$ cat src/rtl/seq_divider_if.sv
// Operand/result handshake bundle for seq_divider.
// master drives operands and out_ready; slave is the divider.
interface seq_divider_if #(
    parameter int word_width = 16
);
    logic                  in_valid;
    logic                  in_ready;
    logic [word_width-1:0] dividend;
    logic [word_width-1:0] divisor;
    logic                  out_valid;
    logic                  out_ready;
    logic [word_width-1:0] quotient;
    logic [word_width-1:0] remainder;
    logic                  div_by_zero;

    modport master (
        output in_valid, dividend, divisor, out_ready,
        input  in_ready, out_valid, quotient, remainder, div_by_zero
    );

    modport slave (
        input  in_valid, dividend, divisor, out_ready,
        output in_ready, out_valid, quotient, remainder, div_by_zero
    );
endinterface

$ cat src/rtl/seq_divider.sv
// Iterative unsigned restoring divider, one quotient bit per clock.
// Trial subtraction runs through a grouped carry-lookahead adder.
module seq_divider #(
    parameter int word_width   = 16,
    parameter int cascade_size = 4
) (
    input logic         clk,
    input logic         rst_n,
    seq_divider_if.slave bus
);
    localparam int aw = word_width + 1;
    localparam int cs = cascade_size;
    localparam int ng = (aw + cs - 1) / cs;
    localparam int cw = $clog2(word_width);
    localparam logic [cw-1:0] last = cw'(word_width - 1);

    typedef enum logic [1:0] {IDLE, CALC, DONE} state_t;

    state_t                state;
    state_t                state_nx;
    logic [word_width-1:0] qreg;
    logic [word_width-1:0] rem;
    logic [word_width-1:0] dvsr;
    logic                  dbz;
    logic [cw-1:0]         cnt;

    logic [word_width-1:0] partial;
    logic [word_width-1:0] trial_lo;
    logic                  nonneg;
    logic [aw-1:0]         add_a;
    logic [aw-1:0]         add_b;
    logic [aw-1:0]         prop;
    logic [aw-1:0]         gen;
    logic [aw-2:0]         carry;
    logic [ng-1:0]         grp_g;
    logic [ng-1:0]         grp_p;
    logic [ng:0]           gcarry;

    assign partial = {rem[word_width-2:0], qreg[word_width-1]};
    assign add_a   = {1'b0, partial};
    assign add_b   = ~{1'b0, dvsr};
    assign prop    = add_a ^ add_b;
    assign gen     = add_a & add_b;

    always_comb begin
        grp_g = '0;
        grp_p = '1;
        for (int i = 0; i < aw; i++) begin
            grp_g[i/cs] = gen[i] | (prop[i] & grp_g[i/cs]);
            grp_p[i/cs] = grp_p[i/cs] & prop[i];
        end
    end

    // carry-in 1 turns a + ~b into a - b
    always_comb begin
        gcarry    = '0;
        gcarry[0] = 1'b1;
        for (int g = 0; g < ng; g++)
            gcarry[g+1] = grp_g[g] | (grp_p[g] & gcarry[g]);
    end

    always_comb begin
        carry    = '0;
        carry[0] = gcarry[0];
        for (int i = 1; i < aw - 1; i++)
            carry[i] = (i % cs == 0) ? gcarry[i/cs]
                     : (gen[i-1] | (prop[i-1] & carry[i-1]));
    end

    // carry-out set means no borrow: trial sign bit is 0
    assign trial_lo = prop[aw-2:0] ^ carry;
    assign nonneg   = gcarry[ng];

    always_ff @(posedge clk or negedge rst_n) begin
        if (!rst_n) state <= IDLE;
        else        state <= state_nx;
    end

    always_comb begin
        state_nx     = state;
        bus.in_ready  = 1'b0;
        bus.out_valid = 1'b0;
        unique case (state)
            IDLE: begin
                bus.in_ready = 1'b1;
                if (bus.in_valid)
                    state_nx = (bus.divisor == '0) ? DONE : CALC;
            end
            CALC: if (cnt == last) state_nx = DONE;
            DONE: begin
                bus.out_valid = 1'b1;
                if (bus.out_ready) state_nx = IDLE;
            end
            default: state_nx = IDLE;
        endcase
    end

    always_ff @(posedge clk or negedge rst_n) begin
        if (!rst_n) begin
            qreg <= '0;
            rem  <= '0;
            dvsr <= '0;
            dbz  <= 1'b0;
            cnt  <= '0;
        end else begin
            unique case (state)
                IDLE: if (bus.in_valid) begin
                    cnt  <= '0;
                    dvsr <= bus.divisor;
                    if (bus.divisor == '0) begin
                        qreg <= '1;
                        rem  <= bus.dividend;
                        dbz  <= 1'b1;
                    end else begin
                        qreg <= bus.dividend;
                        rem  <= '0;
                        dbz  <= 1'b0;
                    end
                end
                CALC: begin
                    qreg <= {qreg[word_width-2:0], nonneg};
                    rem  <= nonneg ? trial_lo : partial;
                    cnt  <= (cnt == last) ? '0 : cnt + 1'b1;
                end
                default: ;
            endcase
        end
    end

    assign bus.quotient    = qreg;
    assign bus.remainder   = rem;
    assign bus.div_by_zero = dbz;
endmodule

$ cat src/flat_wrapper.sv
// flat-port wrapper written by rule: the top's interface ports become plain ports
module seq_divider_flat 
#(
    parameter int word_width   = 16,
    parameter int cascade_size = 4
)
  (clk, rst_n, bus_in_valid, bus_dividend, bus_divisor, bus_out_ready, bus_in_ready, bus_out_valid, bus_quotient, bus_remainder, bus_div_by_zero);
  seq_divider_if #(.word_width(word_width)) bus_i ();
  input logic clk;
  input logic rst_n;
  input wire logic [$bits(bus_i.in_valid)-1:0] bus_in_valid;
  input wire logic [$bits(bus_i.dividend)-1:0] bus_dividend;
  input wire logic [$bits(bus_i.divisor)-1:0] bus_divisor;
  input wire logic [$bits(bus_i.out_ready)-1:0] bus_out_ready;
  output wire logic [$bits(bus_i.in_ready)-1:0] bus_in_ready;
  output wire logic [$bits(bus_i.out_valid)-1:0] bus_out_valid;
  output wire logic [$bits(bus_i.quotient)-1:0] bus_quotient;
  output wire logic [$bits(bus_i.remainder)-1:0] bus_remainder;
  output wire logic [$bits(bus_i.div_by_zero)-1:0] bus_div_by_zero;
  assign bus_i.in_valid = bus_in_valid;
  assign bus_i.dividend = bus_dividend;
  assign bus_i.divisor = bus_divisor;
  assign bus_i.out_ready = bus_out_ready;
  assign bus_in_ready = bus_i.in_ready;
  assign bus_out_valid = bus_i.out_valid;
  assign bus_quotient = bus_i.quotient;
  assign bus_remainder = bus_i.remainder;
  assign bus_div_by_zero = bus_i.div_by_zero;
  seq_divider #(.word_width(word_width), .cascade_size(cascade_size)) u_core (.clk(clk), .rst_n(rst_n), .bus(bus_i));
endmodule
$ cat config.mk
export PLATFORM = sky130hd
export DESIGN_NAME = seq_divider_flat
export DESIGN_NICKNAME = d
export VERILOG_FILES = /design/src/rtl/seq_divider_if.sv /design/src/rtl/seq_divider.sv /design/src/flat_wrapper.sv
export SDC_FILE = /design/constraint.sdc
export NUM_CORES = 1
export LEC_CHECK = 0
export CAP_MARGIN = 10
export CELL_PAD_IN_SITES_DETAIL_PLACEMENT = 1
export CELL_PAD_IN_SITES_GLOBAL_PLACEMENT = 2
export CORE_ASPECT_RATIO = 0.9
export CORE_MARGIN = 8
export CORE_UTILIZATION = 34
export DETAILED_ROUTE_END_ITERATION = 8
export PLACE_DENSITY = 0.93
export SLEW_MARGIN = 15
export SYNTH_ARGS = -nofsm -noshare
export SYNTH_HDL_FRONTEND = slang
export SYNTH_SLANG_ARGS = --single-unit
$ cat constraint.sdc
create_clock -name clk -period 7.2 [get_ports clk]
set_input_delay 1.44 -clock clk [delete_from_list [all_inputs] [get_ports clk]]
set_output_delay 1.44 -clock clk [all_outputs]
set_load 0.05 [all_outputs]
==> results of run 1 <==
## layout by cell type (no fill, tap or decap), types with 2 or more instances in the layout
cell | synthesis | final
a21oi_1 | 5 | 5
a31oi_1 | 9 | 9
nor2_1 | 21 | 21
mux2_4 | 3 | 3
nor3_1 | 24 | 24
inv_1 | 30 | 30
nor4_1 | 4 | 4
mux2_2 | 8 | 8
fa_1 | 11 | 11
o31ai_1 | 15 | 15
xor2_1 | 2 | 2
xnor2_1 | 3 | 3
a21o_1 | 3 | 3
dfrtp_1 | 55 | 55
nand3_1 | 15 | 15
nand4_1 | 3 | 3
o21ai_2 | 2 | 2
ha_1 | 18 | 18
clkdlybuf4s50_1 | 0 | 69
buf_4 | 0 | 4
o211ai_1 | 7 | 7
clkbuf_8 | 0 | 5
nand2_1 | 43 | 43
mux2i_1 | 6 | 6
o21ai_0 | 26 | 26
nor3_2 | 2 | 2
and4_1 | 2 | 2
o21ai_1 | 7 | 7
## state kept, by name, summed over array words and instances (netlist names)
| register | cells |
|---|---|
| u_core.cnt | 4 |
| u_core.bus.quotient | 16 |
| u_core.state | 2 |
| u_core.bus.remainder | 16 |
| u_core.dvsr | 16 |
| u_core.bus.div_by_zero | 1 |
## power breakdown
group	internal (mW)	switching, mW
Clock	0.104	0.119
Sequential	0.465	0.137
Combinational	0.668	0.977
## worst paths after layout
kind / cells after the start / endpoint / slack [ns] / start
setup / recovery: 13 / u_core.bus.remainder[15]$_DFFE_PN0P_ / 3.76 / u_core.bus.quotient[15]$_DFFE_PN0P_
hold / removal: 2 / u_core.bus.div_by_zero$_DFFE_PN0P_ / 0.50 / u_core.bus.div_by_zero$_DFFE_PN0P_
setup reg to reg: 13 / u_core.bus.remainder[15]$_DFFE_PN0P_ / 3.76 / u_core.bus.quotient[15]$_DFFE_PN0P_
hold reg to reg: 2 / u_core.bus.div_by_zero$_DFFE_PN0P_ / 0.50 / u_core.bus.div_by_zero$_DFFE_PN0P_
max in group asynchronous: 2 / u_core.bus.remainder[8]$_DFFE_PN0P_ / 5.44 / rst_n
min in group asynchronous: 2 / u_core.bus.quotient[1]$_DFFE_PN0P_ / 1.25 / rst_n
## logic make-up after synthesis
| group | after synthesis | share of synthesized area |
|---|---|---|
| multiplexers | 17 | 0.05841 |
| XOR/XNOR | 5 | 0.01311 |
| buffers and inverters | 53 | 0.06440 |
| AO/OA/AOI/OAI | 81 | 0.1569 |
| AND/OR/NAND/NOR | 118 | 0.1621 |
| adder cells (fa/ha/maj) | 29 | 0.1333 |
| flip-flops | 55 | 0.4118 |
## routing by layer
metal / routed length, um / part of all wire / up-vias / track usage
met1: 4438 / 0.45 / 1426 / 0.1919
li1: - / - / 1354 / -
met3: 464 / 0.047 / 11 / 0.03462
met2: 4966 / 0.50 / 57 / 0.2707
met5: 0 / 0 / - / 0
met4: 96 / 0.0096 / 0 / 0.03206
## critical path, delay by kind of cell (launching register included)
kind	cells	cell delay, ns
XOR/XNOR	1	0.14
multiplexers	1	0.20
AO/OA/AOI/OAI	4	0.78
adder cells (fa/ha/maj)	4	1.39
AND/OR/NAND/NOR	1	0.13
buffers and inverters	2	0.14
flip-flops	1	0.49
## final cells by class
type / instances / area [sq um]
Fill cell: 1141 / 5375
Clock inverter: 3 / 43.79
Clock buffer: 5 / 68.82
Multi-Input combinational cell: 250 / 1754
Sequential cell: 55 / 1376
Timing Repair Buffer: 74 / 725.7
Tap cell: 126 / 157.7
Inverter: 30 / 112.6
==> flow_summary.yaml, run 1 <==
status:
  status: "complete, no violations"
global_route:
  overflow: 0
  antenna_found_initial: 0
  first_global_vias: 3146
  grt_use_total: 0.1543
  grt_pass1_wl_um: 16370
  grt_max_degree: 77
clock_tree:
  cts.path.max_buffers: 2
  cts_sinks: 55
  cts_buffers: 5
  root_buffer: "clkbuf_8"
  cts_tree: "yes"
  htree_levels: 2
  cts_setup_buffers: 0
  postCtsHoldBufs: 0
  clkLatencyLatePin_ns: 0.32
  cts.repair.resized: 0
  path_clk_slew_ns: 0.12
synthesis:
  yosysTopAreaCellShare: 0.4118
  synthTopCellsByCount: "dfrtp_1, nand2_1, inv_1"
  synth.distinct_cells: 39
  synthCells: 358
  synth_flop_cell: "dfrtp_1"
  syn-num-nets: 423
  yosysMostFrequentCell: "dfrtp_1"
  syn-cell-area_sq_mm: 0.003342
  synth_area_leaders: "dfrtp_1, ha_1, fa_1"
  yosys.area.top_type: "dfrtp_1"
  synth_seq_cells: 55
  async_flop_share: 1.000
  synth_edf_count: 0
  synth-seq-area-share: 0.4118
  yosysWarnings: 0
  synth_area_per_cell_sq_um: 9.335
worst_setup_path:
  path_cells: "inv_1 > ha_1 > o21ai_2 > a221oi_2 > nor2_1 > o21bai_1 > fa_1 > inv_1 > fa_1 > fa_1 > xnor2_1 > mux2i_1 > o211ai_1"
  critPathSlowestCell: "dfrtp_1"
  cp-start-kind: "flip-flop"
  max_stage_delay_ns: 0.49
  cp_max_fo: 4
  endpoint_kind: "flip-flop"
  path_class: "reg2reg"
  cpMostUsedCell: "fa_1"
  crit_required_ns: 7.37
  crit_arrival_ns: 3.60
placement:
  placed_area_sq_mm: 0.004126
  placedCellCount: 535
  io_buffers: 70
  post-place-ws_ns: 3.506
  place_congestion: 0.8506
  dpl.hpwl_um: 7125
sta:
  whs_ns: 0.4977
  slew_headroom: 0.2994
  min_period_ns: 3.436
  tightest_slew_ns: 1.051
  final.setup.tns_ns: 0
  fin_skew_ns: 0.01388
  finalHoldViolCount: 0
  rsz0062_at_grt: "false"
  finalSetupViolations: 0
  finalWorstSetupSlack_ns: 3.764
  period_share: 0.4772
  max_freq_mhz: 291.0
  slew_violations: 0
detailed_routing:
  vias: 2848
  routedWlPerCell_um: 18.35
  drtPass1Iterations: 4
  drt-total-wl_um: 9965
  drt_drc_violations_left: 0
  via_per_inst: 5.245
  ant_nets: 0
  drt_iter0_markers: 90
cells_and_area:
  drive_gt1_frac: 0.07914
  nNetsFinal: 481
  area_growth_syn_to_layout_pct: 26.84
  final_util: 0.4409
  stdcell_count: 543
  diodes: 0
  fin_area_sq_mm: 0.004239
floorplanning:
  initial_utilization: 0.3476
  die_area_sq_mm: 0.01326
  rows: 34
  die_h_um: 110.1
  top_level_ports: 71
  core_sq_mm: 0.009614
  die_w_um: 120.5
flow_run:
  cap_viol_max_count: 0
power_and_ir_drop:
  pwr_density_cell_mw_per_mm2: 582.9
  p_leak_nw: 1.779
  finalPower_mw: 2.471
  irDropWorstVdd_mv: 0.3185
hold_path:
  hold_path.class: "reg2reg"
No activity file was read; power rests on OpenSTA's default activity.
==> run 2: changes to the inputs <==
CORE_UTILIZATION = 31   (was 34)
PLACE_DENSITY = 0.87   (was 0.93)
clock period = 3.2 ns   (was 7.2 ns; I/O delays follow)
==> run 2 against run 1 <==
Against the previous run:
- first-iteration DRC count is 4.4% higher
- via count is 1.5% higher
- hold slack worse by 0.099 ns
- maximum frequency is 13% higher
- clock-buffer cell count is 3 higher
- sequential share of layout area is 1.6 points lower
- cell area is 5.2% higher
- wire length is 2.2% higher
- final cell count is 3.7% higher
- clock skew is 0.0061 ns lower
- total power is 140% higher
==> flow_summary.yaml, run 2 (same netlist as run 1, synthesis figures left out) <==
worst_setup_path:
  path_class: "reg2reg"
  cp_max_fo: 3
  crit_arrival_ns: 3.22
  cp-start-kind: "flip-flop"
  cpMostUsedCell: "fa_2"
  path_cells: "ha_1 > nand4_1 > a221oi_2 > nor2_2 > o21bai_2 > fa_2 > inv_1 > fa_2 > fa_1 > mux2_2 > o211ai_1"
  endpoint_kind: "flip-flop"
  max_stage_delay_ns: 0.45
  crit_required_ns: 3.39
  critPathSlowestCell: "fa_1"
detailed_routing:
  via_per_inst: 5.137
  wl_met2_um: 5087
  drt-total-wl_um: 10180
  drt_drc_violations_left: 0
  drtPass1Iterations: 5
  routedWlPerCell_um: 18.09
  drt_iter0_markers: 94
  wl_met3_um: 415
  ant_nets: 0
  wl_met1_um: 4552
  top_layer_used: "met4"
  vias: 2892
floorplanning:
  die_h_um: 114.5
  die_w_um: 125.4
  rows: 36
  die_area_sq_mm: 0.01436
  top_level_ports: 71
  core_sq_mm: 0.01068
  initial_utilization: 0.3131
cells_and_area:
  diodes: 0
  area_growth_syn_to_layout_pct: 33.40
  fin_area_sq_mm: 0.004458
  layout.cells.most_common: "clkdlybuf4s50_1"
  nNetsFinal: 494
  final_cell_mix: "clkdlybuf4s50_1, dfrtp_1, nand2_1, inv_1, o21ai_0"
  drive_gt1_frac: 0.1256
clock_tree:
  cts.path.max_buffers: 2
  postCtsHoldBufs: 0
  root_buffer: "clkbuf_16"
  cts_tree: "yes"
  cts_buffers: 5
  path_clk_slew_ns: 0.07
  clkLatencyLatePin_ns: 0.29
  cts_sinks: 55
  htree_levels: 2
placement:
  io_buffers: 70
  place_congestion: 0.7949
  placed_area_sq_mm: 0.004222
  dpl.hpwl_um: 7778
power_and_ir_drop:
  p_seq_frac: 0.228
  p_int_mw: 3.025
  power_frac_comb: 0.672
  p_leak_nw: 1.872
  irDropWorstVdd_mv: 0.6756
  p_clk_frac: 0.100
  swShare: 0.4828
  p_sw_mw: 2.823
  pwr_density_cell_mw_per_mm2: 1312
hold_path:
  hold_path.class: "in2async"
global_route:
  overflow: 0
  antenna_found_initial: 0
  grt_pass1_wl_um: 16620
  grt_max_degree: 36
  first_global_vias: 3225
  grt_use_total: 0.1437
sta:
  period_share: 0.9475
  finalHoldViolCount: 0
  finalSetupViolations: 0
  min_period_ns: 3.032
  tightest_slew_ns: 1.059
  slew_headroom: 0.2941
  slew_violations: 0
  fin_skew_ns: 0.007769
  max_freq_mhz: 329.8
  final.setup.tns_ns: 0
status:
  status: "complete, no violations"
flow_run:
  cap_viol_max_count: 0
[run 2: changes by cell type in the layout (fill, tap and decap cells not counted), moves of 2 or more]
cell,previous run,this run
clkbuf_8,5,2
clkbuf_16,0,5
buf_4,4,15
ha_4,0,2
buf_12,0,2
ha_1,18,16
fa_1,11,8
fa_2,0,3
[run 2: worst paths after layout]
check                                                    start                              endpoint  slack [ns]  depth (start not counted)
setup reg to reg           u_core.bus.remainder[5]$_DFFE_PN0P_  u_core.bus.remainder[14]$_DFFE_PN0P_        0.17                         11
setup / recovery           u_core.bus.remainder[5]$_DFFE_PN0P_  u_core.bus.remainder[14]$_DFFE_PN0P_        0.17                         11
max in group asynchronous                                rst_n  u_core.bus.remainder[13]$_DFFE_PN0P_        2.20                          2
hold reg to reg             u_core.bus.div_by_zero$_DFFE_PN0P_    u_core.bus.div_by_zero$_DFFE_PN0P_        0.50                          2
hold / removal                                           rst_n            u_core.dvsr[5]$_DFFE_PN0P_        0.40                          1
min in group clk            u_core.bus.div_by_zero$_DFFE_PN0P_    u_core.bus.div_by_zero$_DFFE_PN0P_        0.50                          2
[run 2: what timing repair did]
| item | CTS | global route |
|---|---|---|
| endpoints found under the setup margin | 2 | 4 |
| buffers inserted | 2 | 3 |
| gates cloned | 0 | 0 |
| pin swaps | 4 | 4 |
| resized for setup | 2 | 7 |
[run 2: layout make-up]
type | instances | area [sq um]
flip-flops and latches | 55 | 1378
well taps | 133 | 166.4
repair buffers | 87 | 848.3
inverters | 30 | 112.6
clock buffers | 8 | 156.4
multi-input cells | 250 | 1797
fillers | 1220 | 6217
[run 2: power by group through the flow]
stage | clock, mW | sequential, mW | combinational [mW]
floorplan | 0 | 1.93 | 2.12
global placement | 0 | 1.34 | 3.69
detailed placement | 0 | 1.35 | 3.83
CTS | 0.603 | 1.34 | 3.89
global route | 0.631 | 1.38 | 4.32
finish | 0.584 | 1.33 | 3.93
[run 2: metrics by stage]
step	utilization	power (mW)	worst slack, ns	hold WS [ns]	cells
finish	0.4176	5.848	0.1679	0.3987	563
global route	0.4176	6.331	-0.02408	0.4345	563
CTS	0.4120	5.825	0.03156	0.4146	560
detailed placement	0.3955	5.179	-0.04999	0.4698	550
global placement	0.3955	5.022	0.1161	0.4672	550
floorplan	-	4.042	0.003656	0.3444	358
[run 2: critical path, delay by kind of cell (launching register included)]
kind	cells	cell delay, ns
multiplexers	1	0.29
buffers and inverters	1	0.06
adder cells (fa/ha/maj)	4	1.34
AO/OA/AOI/OAI	3	0.63
AND/OR/NAND/NOR	2	0.20
flip-flops	1	0.42
[run 2: per-layer routing]
| metal | track usage | up-vias |
|---|---|---|
| met2 | 0.2547 | 52 |
| met1 | 0.1696 | 1449 |
| met4 | 0.03728 | 0 |
| met3 | 0.03678 | 10 |
| li1 | - | 1381 |
| met5 | 0 | - |
==> run 3: changes to the inputs <==
CORE_UTILIZATION = 30   (was 31)
HOLD_SLACK_MARGIN = 0.1   (was not set)
PLACE_DENSITY = 0.85   (was 0.87)
==> run 3 against run 2 <==
Against the previous run:
- wire length up 2.7%
- total power increased by 0.83%
- cell area increased by 1.2%
- clock skew fell by 0.00055 ns
- global-route usage up 0.22 points
- combinational power is 2% higher
- maximum frequency is 2.9% lower
- largest power group unchanged
==> flow_summary.yaml, run 3 (same netlist as run 1, synthesis figures left out) <==
detailed_routing:
  ant_nets: 0
  drt_iter0_markers: 107
  via_per_inst: 4.981
  vias: 2919
  routedWlPerCell_um: 17.85
  drtPass1Iterations: 4
  drt_drc_violations_left: 0
  drt-total-wl_um: 10460
sta:
  tightest_slew_ns: 1.060
  max_freq_mhz: 320.1
  finalHoldViolCount: 0
  period_share: 0.9763
  slew_violations: 0
  min_period_ns: 3.124
  fin_skew_ns: 0.007216
  slew_headroom: 0.2936
  finalSetupViolations: 0
floorplanning:
  die_area_sq_mm: 0.01478
  die_w_um: 127.3
  top_level_ports: 71
  initial_utilization: 0.3079
  core_sq_mm: 0.01086
  die_h_um: 116.1
  rows: 36
clock_tree:
  cts_buffers: 5
  postCtsHoldBufs: 0
  cts_tree: "yes"
  clkLatencyLatePin_ns: 0.29
  path_clk_slew_ns: 0.07
  cts_sinks: 55
  cts.path.max_buffers: 2
  htree_levels: 2
  root_buffer: "clkbuf_16"
worst_setup_path:
  endpoint_kind: "flip-flop"
  r2r_slack_ns: 0.08
  crit_arrival_ns: 3.31
  cp_max_fo: 3
  reg2reg_depth: 11
  worstReg2RegEnd: "u_core.bus.remainder[14]$_DFFE_PN0P_"
  crit_required_ns: 3.39
  rr_startpoint: "u_core.bus.remainder[4]$_DFFE_PN0P_"
  cp-start-kind: "flip-flop"
  path_class: "reg2reg"
global_route:
  grt_max_degree: 46
  first_global_vias: 3327
  grt_pass1_wl_um: 17340
  grt_use_total: 0.1459
  antenna_found_initial: 0
  overflow: 0
power_and_ir_drop:
  irDropWorstVdd_mv: 0.7506
  pwr_density_cell_mw_per_mm2: 1307
  finalPower_mw: 5.897
  p_leak_nw: 1.895
cells_and_area:
  drive_gt1_frac: 0.1382
  final_cell_mix: "clkdlybuf4s50_1, dfrtp_1, nand2_1, inv_1, o21ai_0"
  layout.cells.most_common: "clkdlybuf4s50_1"
  area_growth_syn_to_layout_pct: 34.97
  fin_area_sq_mm: 0.004511
  diodes: 0
  stdcell_count: 586
  nNetsFinal: 499
status:
  status: "complete, no violations"
placement:
  dpl.hpwl_um: 7876
  io_buffers: 70
  placed_area_sq_mm: 0.004275
  placedCellCount: 573
  place_congestion: 0.7609
hold_path:
  hold_path.class: "in2async"
flow_run:
  cap_viol_max_count: 0
[run 3: cell count changes in the layout (fill, tap and decap cells not counted), sizes merged]
cell / before / now
buf: 18 / 23
clkbuf: 8 / 6
clkinv: 0 / 1
[run 3: worst max-delay path by stage]
stage,to,cells after the start,start
3_5_place_dp,u_core.bus.remainder[14]$_DFFE_PN0P_,11,u_core.bus.remainder[6]$_DFFE_PN0P_
3_3_place_gp,u_core.bus.remainder[10]$_DFFE_PN0P_,9,u_core.bus.remainder[4]$_DFFE_PN0P_
2_1_floorplan,u_core.bus.remainder[10]$_DFFE_PN0P_,9,u_core.bus.remainder[6]$_DFFE_PN0P_
5_1_grt,u_core.bus.remainder[14]$_DFFE_PN0P_,11,u_core.bus.remainder[4]$_DFFE_PN0P_
4_1_cts,u_core.bus.remainder[14]$_DFFE_PN0P_,11,u_core.bus.remainder[2]$_DFFE_PN0P_
6_report,u_core.bus.remainder[14]$_DFFE_PN0P_,11,u_core.bus.remainder[4]$_DFFE_PN0P_
[run 3: stage by stage]
step	worst slack (ns)	utilization	setup TNS [ns]	hold WS [ns]
6_report	0.07578	0.4155	0	0.4091
2_1_floorplan	0.003656	-	0	0.3444
3_5_place_dp	-0.02900	0.3938	-0.02900	0.4784
5_1_grt	-0.07388	0.4155	-0.1417	0.4689
3_3_place_gp	0.1281	0.3938	0	0.4658
4_1_cts	0.02193	0.4089	0	0.4324
[run 3: critical path, stage by stage, from the launching register on]
cell      delay (ns)
dfrtp_1         0.42
ha_1            0.31
nand4_1         0.18
a221oi_4        0.31
nor2_2          0.11
o21bai_2        0.19
fa_2            0.21
inv_1           0.05
fa_2            0.37
fa_2            0.44
mux2_2          0.28
o211ai_1        0.16
[run 3: power breakdown]
part	switching, mW	total (mW)	internal, mW
combinational	2.35	4.01	1.66
sequential	0.279	1.33	1.05
clock	0.248	0.555	0.307
total	2.88	5.90	3.02
[run 3: cell type report]
class	count	area (sq um)
Clock inverter	1	5.005
Sequential cell	55	1378
Inverter	30	112.6
Clock buffer	6	138.9
Tap cell	152	190.2
Multi-Input combinational cell	250	1800
Fill cell	1259	6345
Timing Repair Buffer	92	885.9
[run 3: routing by layer]
layer / track usage / share of wire / up-vias
li1: - / - / 1392
met1: 0.1818 / 0.45 / 1474
met2: 0.2592 / 0.51 / 49
met3: 0.02738 / 0.034 / 4
met4: 0.02930 / 0.0059 / 0
met5: 0 / 0 / -
[run 3: repair_timing]
| action | in CTS | in global routing |
|---|---|---|
| resized for setup | 1 | 9 |
| endpoints found under the hold margin | 0 | 0 |
| setup endpoints to repair | 2 | 4 |
| pin swaps | 1 | 2 |
| buffers inserted | 1 | 5 |
==> edit, RTL diff (config.mk and constraints of run 2) <==
`cascade_size` is set to 4 in 2 places; all go to 8.
--- a/src/rtl/seq_divider.sv
+++ b/src/rtl/seq_divider.sv
@@ -3,5 +3,5 @@
 module seq_divider #(
     parameter int word_width   = 16,
-    parameter int cascade_size = 4
+    parameter int cascade_size = 8
 ) (
     input logic         clk,
--- a/src/flat_wrapper.sv
+++ b/src/flat_wrapper.sv
@@ -3,5 +3,5 @@
 #(
     parameter int word_width   = 16,
-    parameter int cascade_size = 4
+    parameter int cascade_size = 8
 )
   (clk, rst_n, bus_in_valid, bus_dividend, bus_divisor, bus_out_ready, bus_in_ready, bus_out_valid, bus_quotient, bus_remainder, bus_div_by_zero);
Behaviour: unchanged (equiv_simple and equiv_induct, registers matched by name and starting in step).
==> edit against run 2 <==
The run now ends with setup timing left; combinational power down 27%; via count is 3.4% lower; clock power decreased by 5.3%; routed wire length is 1.7% higher; fmax shrank 22%; total power is 21% lower; count of clock-buffer cells in the layout stayed put; first-iteration DRC count is 98% higher; synthesized area is 1.5% lower; setup slack lost 0.87 ns; sequential cell count stayed put; final cell count down 3.9%; die area fell by 1.3%; final area is 1.5% higher.
==> edit: results <==
setup_path:
  cp-startpoint: "u_core.bus.remainder[1]"
  cp-endpoint: "u_core.bus.remainder[15]"
  path_max_fanout: 2
power_and_ir_drop:
  power_density_nw_per_um2: 1020
  p_seq_mw: 1.22
  clkPwrFrac: 0.120
  p_leak_nw: 1.89
logic_synthesis:
  synthMuxAreaShare: 0.00988
  synth_area_leaders: "dfrtp_1, fa_1, ha_1, o221ai_2, inv_1"
  synth_commonest_cells: "dfrtp_1, inv_1, nand2_1"
  syn_inst: 322
  synth_cell_types: 45
placed_design:
  hpwl_um: 7890
  gp_congestion: 0.804
  placed_cell_area_um2: 4320
grt:
  grt_max_degree: 35
  grt_pass1_wl_um: 17300
  grt_usage: 0.149
timing:
  setup_viol: 3
  tns_ns: -1.63
  fin_hold_ws_ns: 0.407
  worst_slack_ns: -0.704
finish:
  drive_gt1_frac: 0.211
  nNetsFinal: 478
routing:
  firstDrtPassIters: 4
  drt_iter0_drc: 186
  vias_per_cell: 5.16
  wl_per_cell_um: 19.1
status:
  outcome: "complete, but fails checks"
  violations: "setup timing"
==> edit: layer usage <==
layer  wire [um]  vias up  track usage
met1        4590     1400        0.185
met3         452       18       0.0334
met4         193        0       0.0441
met2        5130       64        0.253
li1            -     1312            -
met5           0        -            0
==> edit: kinds of logic (layout without fill, tap and decap cells) <==
kind of cell / after synthesis / after routing
buffers and inverters: 56 / 146
muxes: 3 / 3
and+or+nand+nor: 88 / 88
AOI/OAI and AO/OA: 86 / 86
DFF: 55 / 55
adders and majority gates: 31 / 31
xor gates and xnor gates: 3 / 3
==> edit: final cells by class <==
type	count	area (um2)	share of cell area
Inverter	36	135	0.0299
Sequential cell	55	1380	0.306
Multi-Input combinational cell	211	1760	0.389
Tap cell	129	161	0.0357
Timing Repair Buffer	102	948	0.210
Clock buffer	8	136	0.0302
==> edit: repair_timing <==
item,in CTS,in global routing
gates cloned,0,0
setup endpoints to repair,5,6
hold buffers,0,0
setup buffers,1,2
pin swaps,3,1
resized for setup,6,1
